`config.mk`:
```
export PLATFORM = sky130hd
export DESIGN_NAME = bin_to_bcd_disp
export DESIGN_NICKNAME = d
export VERILOG_FILES = /design/src/rtl/bin_to_bcd_disp.sv
export SDC_FILE = /design/constraint.sdc
export NUM_CORES = 1
export LEC_CHECK = 0
export CORE_MARGIN = 4
export CORE_UTILIZATION = 37
export CTS_CLUSTER_DIAMETER = 50
export DETAILED_ROUTE_END_ITERATION = 7
export GPL_TIMING_DRIVEN = 1
export PLACE_DENSITY = 0.61
export REMOVE_ABC_BUFFERS = 1
export SLEW_MARGIN = 10
export SYNTH_ARGS = -nofsm -noshare
export SYNTH_HDL_FRONTEND = slang
export SYNTH_SLANG_ARGS = --single-unit
export TNS_END_PERCENT = 100
```
`constraint.sdc`:
```
create_clock -name clk -period 2.5 [get_ports clk]
set_clock_uncertainty 0.2 [all_clocks]
set_input_delay 0.5 -clock clk [delete_from_list [all_inputs] [get_ports clk]]
set_output_delay 0.5 -clock clk [all_outputs]
set_load 0.02 [all_outputs]
```
`src/rtl/bin_to_bcd_disp.sv`:
```
// rtl/bin_to_bcd_disp.sv - sequential double-dabble binary to 4-digit BCD converter with leading-zero blanking
module bin_to_bcd_disp #(
   parameter int BIN_W    = 14,
   parameter int BLANK_LZ = 1
) (
   input  logic             clk,
   input  logic             reset,
   input  logic             start,
   input  logic [BIN_W-1:0] bin,
   output logic             busy,
   output logic             done,
   output logic             ovf,
   output logic [4:0]       bcd0,
   output logic [4:0]       bcd1,
   output logic [4:0]       bcd2,
   output logic [4:0]       bcd3
);

   localparam int               CNT_W   = $clog2(BIN_W + 1);
   localparam logic [4:0]       BLANK   = 5'h1F;
   localparam logic [BIN_W-1:0] SAT_MAX = BIN_W'(9999);

   typedef enum logic [1:0] {IDLE, SHIFT, LOAD} state_t;

   state_t           r_state;
   state_t           w_next;
   logic [BIN_W-1:0] r_sreg;
   logic [15:0]      r_acc;
   logic [CNT_W-1:0] r_cnt;
   logic             r_done;
   logic             r_ovf;
   logic [4:0]       r_bcd0, r_bcd1, r_bcd2, r_bcd3;

   logic [15:0]      w_adj;
   logic             w_ovf;
   logic [BIN_W-1:0] w_sat;
   logic             w_last;
   logic             w_b3, w_b2, w_b1;

   // Values above four digits saturate so the display shows 9999 and flags ovf.
   assign w_ovf  = (bin > SAT_MAX);
   assign w_sat  = w_ovf ? SAT_MAX : bin;
   assign w_last = (r_cnt == CNT_W'(BIN_W - 1));

   // Leading-zero blanking cascades from the thousands digit down; ones is never blank.
   assign w_b3 = (BLANK_LZ != 0) && (r_acc[15:12] == 4'd0);
   assign w_b2 = w_b3 && (r_acc[11:8] == 4'd0);
   assign w_b1 = w_b2 && (r_acc[7:4] == 4'd0);

   // busy covers the whole conversion including the done cycle.
   assign busy = (r_state != IDLE) || r_done;
   assign done = r_done;
   assign ovf  = r_ovf;
   assign bcd0 = r_bcd0;
   assign bcd1 = r_bcd1;
   assign bcd2 = r_bcd2;
   assign bcd3 = r_bcd3;

   // Add-3 correction on every nibble that would overflow past 9 when doubled.
   always_comb begin
      w_adj = r_acc;
      for (int i = 0; i < 4; i++) begin
         if (r_acc[4*i +: 4] >= 4'd5) begin
            w_adj[4*i +: 4] = r_acc[4*i +: 4] + 4'd3;
         end
      end
   end

   // State register.
   always_ff @(posedge clk or posedge reset) begin
      if (reset) begin
         r_state <= IDLE;
      end else begin
         r_state <= w_next;
      end
   end

   // Next-state logic: start is only honoured in IDLE, never queued.
   always_comb begin
      w_next = r_state;
      case (r_state)
         IDLE:    if (start) w_next = SHIFT;
         SHIFT:   if (w_last) w_next = LOAD;
         LOAD:    w_next = IDLE;
         default: w_next = IDLE;
      endcase
   end

   // Datapath: load, shift-add-3 once per clock, then publish digits together with done.
   always_ff @(posedge clk or posedge reset) begin
      if (reset) begin
         r_sreg <= '0;
         r_acc  <= '0;
         r_cnt  <= '0;
         r_done <= 1'b0;
         r_ovf  <= 1'b0;
         r_bcd3 <= BLANK;
         r_bcd2 <= BLANK;
         r_bcd1 <= BLANK;
         r_bcd0 <= 5'd0;
      end else begin
         r_done <= 1'b0;
         case (r_state)
            IDLE: begin
               if (start) begin
                  r_sreg <= w_sat;
                  r_ovf  <= w_ovf;
                  r_acc  <= '0;
                  r_cnt  <= '0;
               end
            end
            SHIFT: begin
               r_acc  <= {w_adj[14:0], r_sreg[BIN_W-1]};
               r_sreg <= {r_sreg[BIN_W-2:0], 1'b0};
               r_cnt  <= r_cnt + CNT_W'(1);
            end
            LOAD: begin
               r_bcd3 <= w_b3 ? BLANK : {1'b0, r_acc[15:12]};
               r_bcd2 <= w_b2 ? BLANK : {1'b0, r_acc[11:8]};
               r_bcd1 <= w_b1 ? BLANK : {1'b0, r_acc[7:4]};
               r_bcd0 <= {1'b0, r_acc[3:0]};
               r_done <= 1'b1;
            end
            default: ;
         endcase
      end
   end

endmodule

```
==> results of run 1 <==
## registers in the layout (all words and copies together) (netlist names)
signal	flops
ovf	1
r_cnt	4
r_sreg	14
done	1
bcd0	4
r_state	2
r_acc	16
bcd2	5
bcd3	5
bcd1	5
## critical path, delay by kind of cell, from the launching register on
kind,cells,cell delay [ns]
and+or+nand+nor,1,0.48
buffers and inverters,1,0.33
DFF,1,0.43
## stage by stage
stage	hold slack, ns	total power [W]	setup WS [ns]	instance area (µm²)	std cells
finish	0.249	0.00420	0.215	3430	419
global route	0.289	0.00454	0.154	3430	419
CTS	0.253	0.00425	0.194	3430	419
detailed placement	0.243	0.00334	0.286	3220	403
global placement	0.244	0.00328	0.301	3220	403
floorplan	0.249	0.00275	0.425	2660	260
## power breakdown
part	switching [W]	leakage, nW	internal [W]	total (W)
Clock	0.000362	0.107	0.000541	0.000903
Sequential	0.000279	0.684	0.00134	0.00162
Combinational	0.000874	0.727	0.000803	0.00168
## Yosys cell counts (5+ instances only)
library cell / instances
nand3_1: 15
o31ai_1: 5
a21oi_1: 13
ha_1: 12
nand2_1: 46
a32o_1: 5
dfrtp_1: 42
nand2b_1: 7
o21ai_0: 24
inv_1: 11
dfstp_2: 15
a2bb2oi_1: 6
buf_2: 7
nor2_1: 12
## path summary, 6_finish.rpt
kind,from,end,slack [ns]
setup / recovery,r_state[1],busy,0.22
hold / removal,bcd3[0],bcd3[0],0.25
setup reg to reg,r_acc[8],r_acc[10],0.63
hold reg to reg,bcd3[0],bcd3[0],0.25
max in group asynchronous,reset,bcd1[3],1.46
min in group asynchronous,reset,ovf,0.33
## cell type report
class / count / area [µm²] / share of cell area
sequential: 57 / 1450 / 0.421
clock buffer: 14 / 173 / 0.0503
multi-input combinational: 191 / 1170 / 0.342
inverter: 12 / 45.0 / 0.0131
tap: 99 / 124 / 0.0361
clock inverter: 2 / 35.0 / 0.0102
timing repair buffer: 44 / 437 / 0.127
## routing by layer
metal	vias to the layer above	track usage	wire length, µm
li1	1041	-	-
met1	1010	0.177	2770
met2	45	0.230	2560
met3	11	0.0337	265
met4	0	0.0794	129
met5	-	0	0
## timing repair
item                                    in CTS  in global routing
endpoints found under the setup margin       1                  0
gates resized for setup                      1                  0
buffers inserted                             0                  0
## cell families (layout without fill, tap and decap cells)
kind of cell | Yosys count | in the layout | share of synthesized area
flip-flops | 57 | 57 | 0.526
XOR/XNOR | 5 | 5 | 0.0159
AO/OA/AOI/OAI | 75 | 75 | 0.179
adder cells (fa/ha/maj) | 12 | 12 | 0.0547
AND/OR/NAND/NOR | 95 | 95 | 0.165
other | 1 | 1 | 0.00137
buffers and inverters | 25 | 72 | 0.0469
multiplexers | 3 | 3 | 0.0114
==> results by group, run 1 <==
STA
  • Worst Tran Pin Value: ~0.54 ns
  • Total negative slack: 0 ns
  • Fmax: 438 MHz
  • Setup Viol. Count Final: 0
  • Max transition margin: 0.640
  • Tcrit/Tclk final: 0.914
  • Hold Fails Final Rpt: 0
  • Post-layout min period: 2.28 ns
  • Slew Viols, Final: 0
  • Unrepaired setup endpoints after global routing: false

Clock tree
  • CTS tree: yes
  • Clock latency on the worst-skew pair: 0.34 ns
  • CTS Hold Buffers Added: 0
  • CTS clock-pin slew for the worst setup and hold paths: 0.06 ns
  • Worst-case clock buffer depth: 2
  • TritonCTS Buffers: 9
  • H-tree depth: 3
  • Clk root buf: clkbuf_8
  • Clk sink count: 57

Worst setup path
  • Startpoint types: flop
  • Crit path required time: 1.80 ns
  • R2r worst-path depth: 6
  • CP endpoint kind: primary output
  • Crit path arrival time: about 1.6 ns
  • Crit-path cells: or3_2 -> dlygate4sd2_1
  • Crit path max fanout: 7
  • Crit Path Category: flop to primary output
  • Slowest CP cell: or3_2
  • Crit path largest cell delay: 0.48 ns

Yosys
  • Ys flop type: dfrtp_1
  • Top cells by area, synth: dfrtp_1, dfstp_2, nand2_1
  • Synth area leader: dfrtp_1
  • Syn. warnings: 0
  • Synth unique cells: 43
  • Register area share after synthesis: 0.526
  • Cells after synthesis: 273
  • Post-synth EDFFs: 0
  • Mean area per synthesized cell: 10.1 µm²
  • Ys async rst share: 1.00
  • Cell Area, Synth: between 2000 and 3000 µm²
  • Flops & latches, synth: 57
  • Top cell type's share of synthesized area: 0.383

Hold path
  • Hold crit path type: flop to flop
  • WHS Path Cells: 2

Route
  • Detail Route Antenna Nets: 0
  • DR iter-0 viols: 83
  • # DRC: 0
  • Routed len/inst: approximately 14 µm
  • Total Wirelength: roughly 5700 µm
  • Drt pass-1 iters: 4
  • Vias per cell: 5.03
  • Vias: approximately 2100

Layout
  • Filler cells: 728
  • Share of post-route cells with drive strength above 1: 0.141
  • Nets: 344
  • Most frequent cells in the layout: nand2_1, dfrtp_1, clkdlybuf4s50_1, o21ai_0
  • Inserted Diodes: 0
  • Final core utilization: 0.476
  • Most common cell after layout, fill and taps aside: nand2_1
  • Layout area overhead: 24.9%

Placement
  • Routability Congestion: 0.750
  • Port bufs: 38
  • DPL Wire Length: 3810 µm

Floorplan
  • Ports: 40
  • Site Rows: 31
  • Core area: 7210 µm²
  • Die ar.: 8870 µm²
  • Initial Utilization: 0.381
  • Die Wd: 94.2 µm
  • Die height: between 90 and 100 µm

Global route
  • Antenna violations before repair: 0
  • GRT overflow: 0
  • First-pass GRT wire length: 9830 µm
  • Tot GR Track Use: 0.144
  • Vias in the first global route: 2121
  • Largest net degree at the start of global routing: 58

Pwr
  • Max IR drop VDD: 0.515 mV
  • Pwr/cell area: 1220 nW/µm²
  • Lkg Pwr: 1.52 nW

Flow run
  • Max_cap viols: 0

Outcome
  • Run status: finished, final reports clean
(Power assumes the default switching activity.)
==> inputs of run 2 (changes only) <==
CELL_PAD_IN_SITES_DETAIL_PLACEMENT = 0   (was default)
CELL_PAD_IN_SITES_GLOBAL_PLACEMENT = 1   (was default)
CTS_CLUSTER_SIZE = 20   (was default)
PLACE_DENSITY = 0.74   (was 0.61)
==> run 2 against run 1 <==
Register-to-register slack worse by 0.02 ns. Clock power is 19% lower. Routed wire length is 2.9% higher. Utilization is 0.43 points lower.
==> results by group, run 2 (same netlist as run 1, synthesis figures left out) <==
Outcome
  • Run status: finished, final reports clean

Route
  • Routed wl met3: 254 µm (-4.2%)
  • Max Used Layer: met4
  • Wl on met1: 2860 µm (+3.4%)
  • Drt pass-1 iters: 4 (unchanged)
  • DR iter-0 viols: 74 (-11%)
  • Detail Route Antenna Nets: 0 (unchanged)
  • Vias per cell: 5.03 (about the same)
  • # DRC: 0 (unchanged)
  • Wire length on met2: 2670 µm (+4.5%)
  • Routed len/inst: 14.0 µm (+2.4%)
  • Total Wirelength: 5890 µm (+2.9%)
  • Vias: 2116 (+0.43%)

Layout
  • Inserted Diodes: 0 (unchanged)
  • Most frequent cells in the layout: nand2_1, dfrtp_1, clkdlybuf4s50_1, o21ai_0
  • Final core utilization: 0.471 (-0.00434)
  • Nets: 346 (+0.58%)
  • Layout area overhead: 23.8%
  • Register bank with the most flops: r_acc
  • Final Cell Area: 3400 µm² (-0.91%)
  • Biggest registers after layout: r_acc (16), r_sreg (14)
  • Most common cell after layout, fill and taps aside: nand2_1
  • Largest register FFs: 16 (unchanged)
  • Share of post-route cells with drive strength above 1: 0.137 (-0.00398)

Worst setup path
  • Bufs and invs on worst path: 1 (unchanged)
  • R2r worst-path depth: 6 (unchanged)
  • Crit-path cells: or3_2 -> dlygate4sd2_1
  • Startpoint types: flop
  • Crit path arrival time: 1.57 ns (about the same)
  • Crit path max fanout: 7 (unchanged)
  • Slowest CP cell: or3_2
  • CP Depth: 2 (unchanged)
  • Top Family by Delay on Critical Path: simple AND/OR/NAND/NOR gates
  • CP endpoint kind: primary output
  • Crit path largest cell delay: 0.48 ns (about the same)
  • Crit path required time: 1.80 ns (about the same)
  • Crit Path Category: flop to primary output

Pwr
  • NetSw: 0.00151 W (-0.17%)
  • Clock Power Share: 0.181 (-0.034)
  • Pint: 0.00254 W (-5.6%)
  • Lkg Pwr: 1.50 nW (-1.1%)
  • Combinational share of power: 0.417 (+0.018)
  • Sw Ratio: 0.374 (+0.0130)
  • Sequential power share: 0.401 (+0.015)
  • Max IR drop VDD: 0.378 mV (-27%)
  • Pwr/cell area: 1190 nW/µm² (-2.8%)

Global route
  • Antenna violations before repair: 0 (unchanged)
  • Vias in the first global route: 2080 (-1.9%)
  • GRT overflow: 0 (unchanged)
  • Largest net degree at the start of global routing: 28 (-52%)
  • Tot GR Track Use: 0.148 (+0.00443)
  • First-pass GRT wire length: 10200 µm (+3.9%)

Floorplan
  • Core area: 7210 µm² (unchanged)
  • Site Rows: 31 (unchanged)
  • Die ar.: 8870 µm² (unchanged)
  • Die height: 94.2 µm (unchanged)
  • Initial Utilization: 0.381 (unchanged)
  • Ports: 40 (unchanged)
  • Die Wd: 94.2 µm (unchanged)

STA
  • Setup Viol. Count Final: 0 (unchanged)
  • Total negative slack: 0 ns (unchanged)
  • Max transition margin: 0.637 (-0.00334)
  • Unrepaired setup endpoints after global routing: false
  • Tcrit/Tclk final: 0.908 (-0.00598)
  • Worst Tran Pin Value: 0.544 ns (+0.00501 ns)
  • Post-layout min period: 2.27 ns (-0.0150 ns)
  • Worst Hold Margin: 0.253 ns (+0.00357 ns)
  • Fmax: 441 MHz (+0.66%)
  • Slew Viols, Final: 0 (unchanged)
  • Hold Fails Final Rpt: 0 (unchanged)

Clock tree
  • CTS clock-pin slew for the worst setup and hold paths: 0.06 ns (about the same)
  • Clk sink count: 57 (unchanged)
  • Worst-case clock buffer depth: 2 (unchanged)
  • Post_cts resized: 1 (unchanged)
  • Clk root buf: clkbuf_8
  • Clock latency on the worst-skew pair: 0.33 ns (about the same)
  • H-tree depth: 3 (unchanged)
  • Post-CTS Setup Repair Bufs: 0 (unchanged)
  • CTS Hold Buffers Added: 0 (unchanged)
  • TritonCTS Buffers: 9 (unchanged)
  • CTS tree: yes

Placement
  • Port bufs: 38 (unchanged)
  • Routability Congestion: 0.824 (+9.8%)
  • Post-DP Area: 3240 µm² (+0.47%)
  • DPL Wire Length: 3950 µm (+3.6%)

Hold path
  • WHS Path Cells: 2 (unchanged)
  • Hold crit path type: flop to flop

Flow run
  • Max_cap viols: 0 (unchanged)
[run 2: cell types whose count changed in the layout (fill, tap and decap cells not counted), sizes merged]
| cell | before | now |
|---|---|---|
| buf | 6 | 8 |
| clkbuf | 14 | 15 |
| bufinv | 1 | 0 |
[run 2: final timing paths]
| path | slack (ns) | end | startpoint |
|---|---|---|---|
| worst max-delay path | 0.23 | busy | r_state[1] |
| worst min-delay path | 0.25 | bcd3[1] | bcd3[1] |
| worst max register to register | 0.61 | r_acc[10] | r_acc[9] |
| worst min register to register | 0.25 | bcd3[1] | bcd3[1] |
| max in group asynchronous | 1.30 | r_sreg[1] | reset |
| min in group asynchronous | 0.28 | r_acc[5] | reset |
[run 2: per-stage QoR]
stage	total power (W)	setup slack (ns)	cells
final	0.00405	0.230	421
after global routing	0.00439	0.172	421
after CTS	0.00410	0.213	421
after detailed placement	0.00333	0.283	405
after global placement	0.00329	0.301	405
after floorplan	0.00275	0.425	260
[run 2: final cells by class]
class / instances / area, µm²
Clock buffer: 15 / 156
Clock inverter: 1 / 5.00
Timing Repair Buffer: 46 / 452
Multi-Input combinational cell: 191 / 1170
Sequential cell: 57 / 1450
Fill cell: 722 / 3810
Inverter: 12 / 45.0
Tap cell: 99 / 124
[run 2: layer usage]
metal  GRT usage  vias up
li1            -     1043
met1       0.200     1012
met2       0.228       50
met3      0.0304       11
met4      0.0650        0
met5           0        -
[run 2: power by group through the flow]
stage / Sequential [W] / Clock (W) / Combinational (W)
6_report: 0.00162 / 0.000734 / 0.00169
5_1_grt: 0.00169 / 0.000792 / 0.00191
4_1_cts: 0.00162 / 0.000754 / 0.00172
3_5_place_dp: 0.00164 / 0 / 0.00170
3_3_place_gp: 0.00163 / 0 / 0.00166
2_1_floorplan: 0.00171 / 0 / 0.00105
[run 2: worst min-delay path, delay by kind of cell (launching register included)]
kind	cells	cell delay [ns]
AND/OR/NAND/NOR	2	0.09
flip-flops	1	0.37
==> inputs of run 3 (changes only) <==
ABC_AREA = 1   (was default)
PLACE_DENSITY = 0.77   (was 0.74)
==> run 3 against run 2 <==
Die area rose by 4.2%. Utilization rose by 0.35 points. Area after synthesis rose by 4.6%. Register-to-register slack improved by 0.18 ns. Combinational power rose by 24%. Clock power rose by 3.3%. Routed wire length rose by 2.0%. Worst hold slack improved by 0.013 ns. Design area rose by 3.5%. First-iteration DRC count rose by 50%. Critical endpoint unchanged. Largest power group unchanged.
==> results by group, run 3 <==
Outcome
  • Run status: finished, final reports clean

Hold path
  • Hold crit path type: flop to flop
  • WHS Path Cells: 2 (unchanged)
  • HP Start: bcd2[4]

Yosys
  • Mean area per synthesized cell: 8.00 µm² (-20%)
  • Synth area leader: dfrtp_1
  • Cell Area, Synth: 2870 µm² (+4.6%)
  • Post-synth top cells: nand2_1, nor2_1, dfrtp_1, o21ai_0, inv_1
  • Ys async rst share: 1.00 (unchanged)
  • Syn. warnings: 0 (unchanged)
  • Most numerous cell in the Yosys netlist: nand2_1
  • Synth unique cells: 27 (-37%)
  • Register area share after synthesis: 0.503 (-0.0231)
  • Flops & latches, synth: 57 (unchanged)
  • Ys flop type: dfrtp_1
  • Top cells by area, synth: dfrtp_1, nand2_1, dfstp_2
  • Post-synth EDFFs: 0 (unchanged)
  • Cells after synthesis: 359 (+32%)
  • Top cell type's share of synthesized area: 0.366 (-0.0168)

Clock tree
  • H-tree depth: 3 (unchanged)
  • Post_cts resized: 0 (-1)
  • Clk root buf: clkbuf_8
  • CTS tree: yes
  • Post-CTS Setup Repair Bufs: 0 (unchanged)
  • TritonCTS Buffers: 9 (unchanged)
  • CTS clock-pin slew for the worst setup and hold paths: 0.07 ns (about the same)
  • Clock latency on the worst-skew pair: 0.33 ns (about the same)
  • CTS Hold Buffers Added: 0 (unchanged)
  • Clk sink count: 57 (unchanged)
  • Worst-case clock buffer depth: 2 (unchanged)

Pwr
  • Sw Ratio: 0.418 (+0.0447)
  • Pwr/cell area: 1290 nW/µm² (+8.0%)
  • Max IR drop VDD: 0.607 mV (+60%)
  • Combinational share of power: 0.464 (+0.047)
  • Clock Power Share: 0.168 (-0.013)
  • Pint: 0.00263 W (+3.8%)
  • Sequential power share: 0.369 (-0.032)
  • NetSw: 0.00189 W (+25%)
  • Lkg Pwr: 1.68 nW (+12%)

Layout
  • Most common cell after layout, fill and taps aside: nand2_1
  • Area of the multi-input gates: 1220 µm² (+4.5%)
  • Layout area overhead: 22.4%
  • Register bank with the most flops: r_acc
  • Biggest registers after layout: r_acc (16), r_sreg (14)
  • Nets: 428 (+24%)
  • Register Area: 1450 µm² (unchanged)
  • Inserted Diodes: 0 (unchanged)
  • Share of post-route cells with drive strength above 1: 0.101 (-0.0352)
  • Final core utilization: 0.475 (+0.00354)
  • Most frequent cells in the layout: nand2_1, nor2_1, dfrtp_1, clkdlybuf4s50_1, o21ai_0
  • Filler cells: 753 (+4.3%)
  • Largest register FFs: 16 (unchanged)

Flow run
  • Max_cap viols: 0 (unchanged)

Worst setup path
  • CP Depth: 3 (+1)
  • Register-to-Register Setup Slack: 0.79 ns (+0.18 ns)
  • Crit path required time: 1.80 ns (about the same)
  • Reg-to-Reg End: r_sreg[1]
  • Worst Setup EP: busy
  • Crit path max fanout: 3 (-4)
  • Crit-path cells: nor2_2 -> nand2_1 -> clkdlybuf4s50_1
  • Top Family by Delay on Critical Path: buffers and inverters
  • Slowest CP cell: clkdlybuf4s50_1
  • Startpoint types: flop
  • Worst Setup SP: r_state[1]
  • Crit Path Category: flop to primary output
  • R2r worst-path depth: 8 (+2)
  • Crit path largest cell delay: 0.53 ns (+0.05 ns)
  • Crit path arrival time: 1.48 ns (-0.09 ns)
  • CP endpoint kind: primary output
  • FF-to-FF Start: r_state[0]
  • Bufs and invs on worst path: 1 (unchanged)

STA
  • Post-layout min period: 2.18 ns (-0.0904 ns)
  • Fmax: 459 MHz (+4.1%)
  • Final worst slack: 0.321 ns (+0.0904 ns)
  • Total negative slack: 0 ns (unchanged)
  • Hold Fails Final Rpt: 0 (unchanged)
  • Setup Viol. Count Final: 0 (unchanged)
  • Tcrit/Tclk final: 0.872 (-0.0361)
  • Worst Hold Margin: 0.265 ns (+0.0129 ns)
  • Unrepaired setup endpoints after global routing: false
  • Slew Viols, Final: 0 (unchanged)

Floorplan
  • Die height: 96.1 µm (+2.1%)
  • Ports: 40 (unchanged)
  • Site Rows: 31 (unchanged)
  • Initial Utilization: 0.388 (+0.00709)
  • Die Wd: 96.1 µm (+2.1%)
  • Core area: 7410 µm² (+2.7%)
  • Die ar.: 9240 µm² (+4.2%)

Global route
  • Vias in the first global route: 2209 (+6.2%)
  • Largest net degree at the start of global routing: 58 (+110%)
  • Tot GR Track Use: 0.142 (-0.00615)
  • Antenna violations before repair: 0 (unchanged)
  • GRT overflow: 0 (unchanged)
  • First-pass GRT wire length: 9990 µm (-2.2%)

Placement
  • Placement Setup Slack: 0.419 ns (+0.136 ns)
  • DPL Wire Length: 4060 µm (+2.7%)
  • Port bufs: 38 (unchanged)
  • Routability Congestion: 0.765 (-7.1%)

Route
  • DR iter-0 viols: 111 (+50%)
  • Detail Route Antenna Nets: 0 (unchanged)
  • # DRC: 0 (unchanged)
  • Vias: 2359 (+11%)
  • Total Wirelength: 6000 µm (+2.0%)
  • Vias per cell: 4.69 (-6.7%)
  • Drt pass-1 iters: 4 (unchanged)
  • Routed len/inst: 11.9 µm (-15%)
## run 3: cell types whose count changed after synthesis, moves of 5 or more
cell	before	now
nor2_1	12	49
o31ai_1	5	0
nand2b_1	7	0
inv_1	11	31
nand2_1	46	110
o21ai_0	24	33
a2bb2oi_1	6	0
a32o_1	5	0
a21oi_1	13	8
## run 3: per-stage QoR
stage | power, W | std cells | instance area, µm²
4_1_cts | 0.00457 | 503 | 3520
6_report | 0.00452 | 503 | 3520
5_1_grt | 0.00497 | 503 | 3520
3_5_place_dp | 0.00380 | 487 | 3340
3_3_place_gp | 0.00376 | 487 | 3340
2_1_floorplan | 0.00312 | 347 | 2800
## run 3: worst min-delay path by stage
stage                          end  slack (ns)
after floorplan           r_acc[1]        0.25
after global placement     bcd3[4]        0.26
after detailed placement   bcd2[4]        0.26
after CTS                  bcd1[4]        0.27
after global routing       bcd3[4]        0.30
final                      bcd2[4]        0.27
## run 3: final cells by class
class | count | area share
clock buffer | 13 | 0.0452
clock inverter | 3 | 0.00427
inverter | 35 | 0.0381
multi-input combinational | 255 | 0.348
sequential | 57 | 0.411
tap | 99 | 0.0352
timing repair buffer | 41 | 0.118
## run 3: metal layers
metal  share of wire  wire [µm]  vias up  GRT usage
met1            0.50       2990     1085      0.194
met5               0          0        -          0
met2            0.45       2680       49      0.212
met3           0.041        249        8     0.0352
li1                -          -     1217          -
met4           0.014         85        0     0.0616
## run 3: kinds of logic after synthesis
group | after synthesis | synth area share
AOI/OAI and AO/OA | 55 | 0.104
adders and majority gates | 12 | 0.0523
and+or+nand+nor | 186 | 0.266
xor gates and xnor gates | 1 | 0.00305
other | 1 | 0.00131
DFF | 57 | 0.503
buffers and inverters | 47 | 0.0706
## run 3: worst register-to-register path, cell delays in order, from the launching register on
cell	delay, ns
dfrtp_1	0.40
inv_2	0.07
nor2_2	0.04
inv_2	0.26
nand2_8	0.19
inv_4	0.26
nor2_1	0.08
nand2_1	0.07
nand2_1	0.04
## run 3: power groups by stage
| stage | logic, W | clock network [W] | registers (W) |
|---|---|---|---|
| after floorplan | 0.00135 | 0 | 0.00177 |
| after global placement | 0.00209 | 0 | 0.00167 |
| after detailed placement | 0.00212 | 0 | 0.00168 |
| after CTS | 0.00213 | 0.000777 | 0.00167 |
| after global routing | 0.00241 | 0.000834 | 0.00172 |
| final | 0.00210 | 0.000758 | 0.00167 |
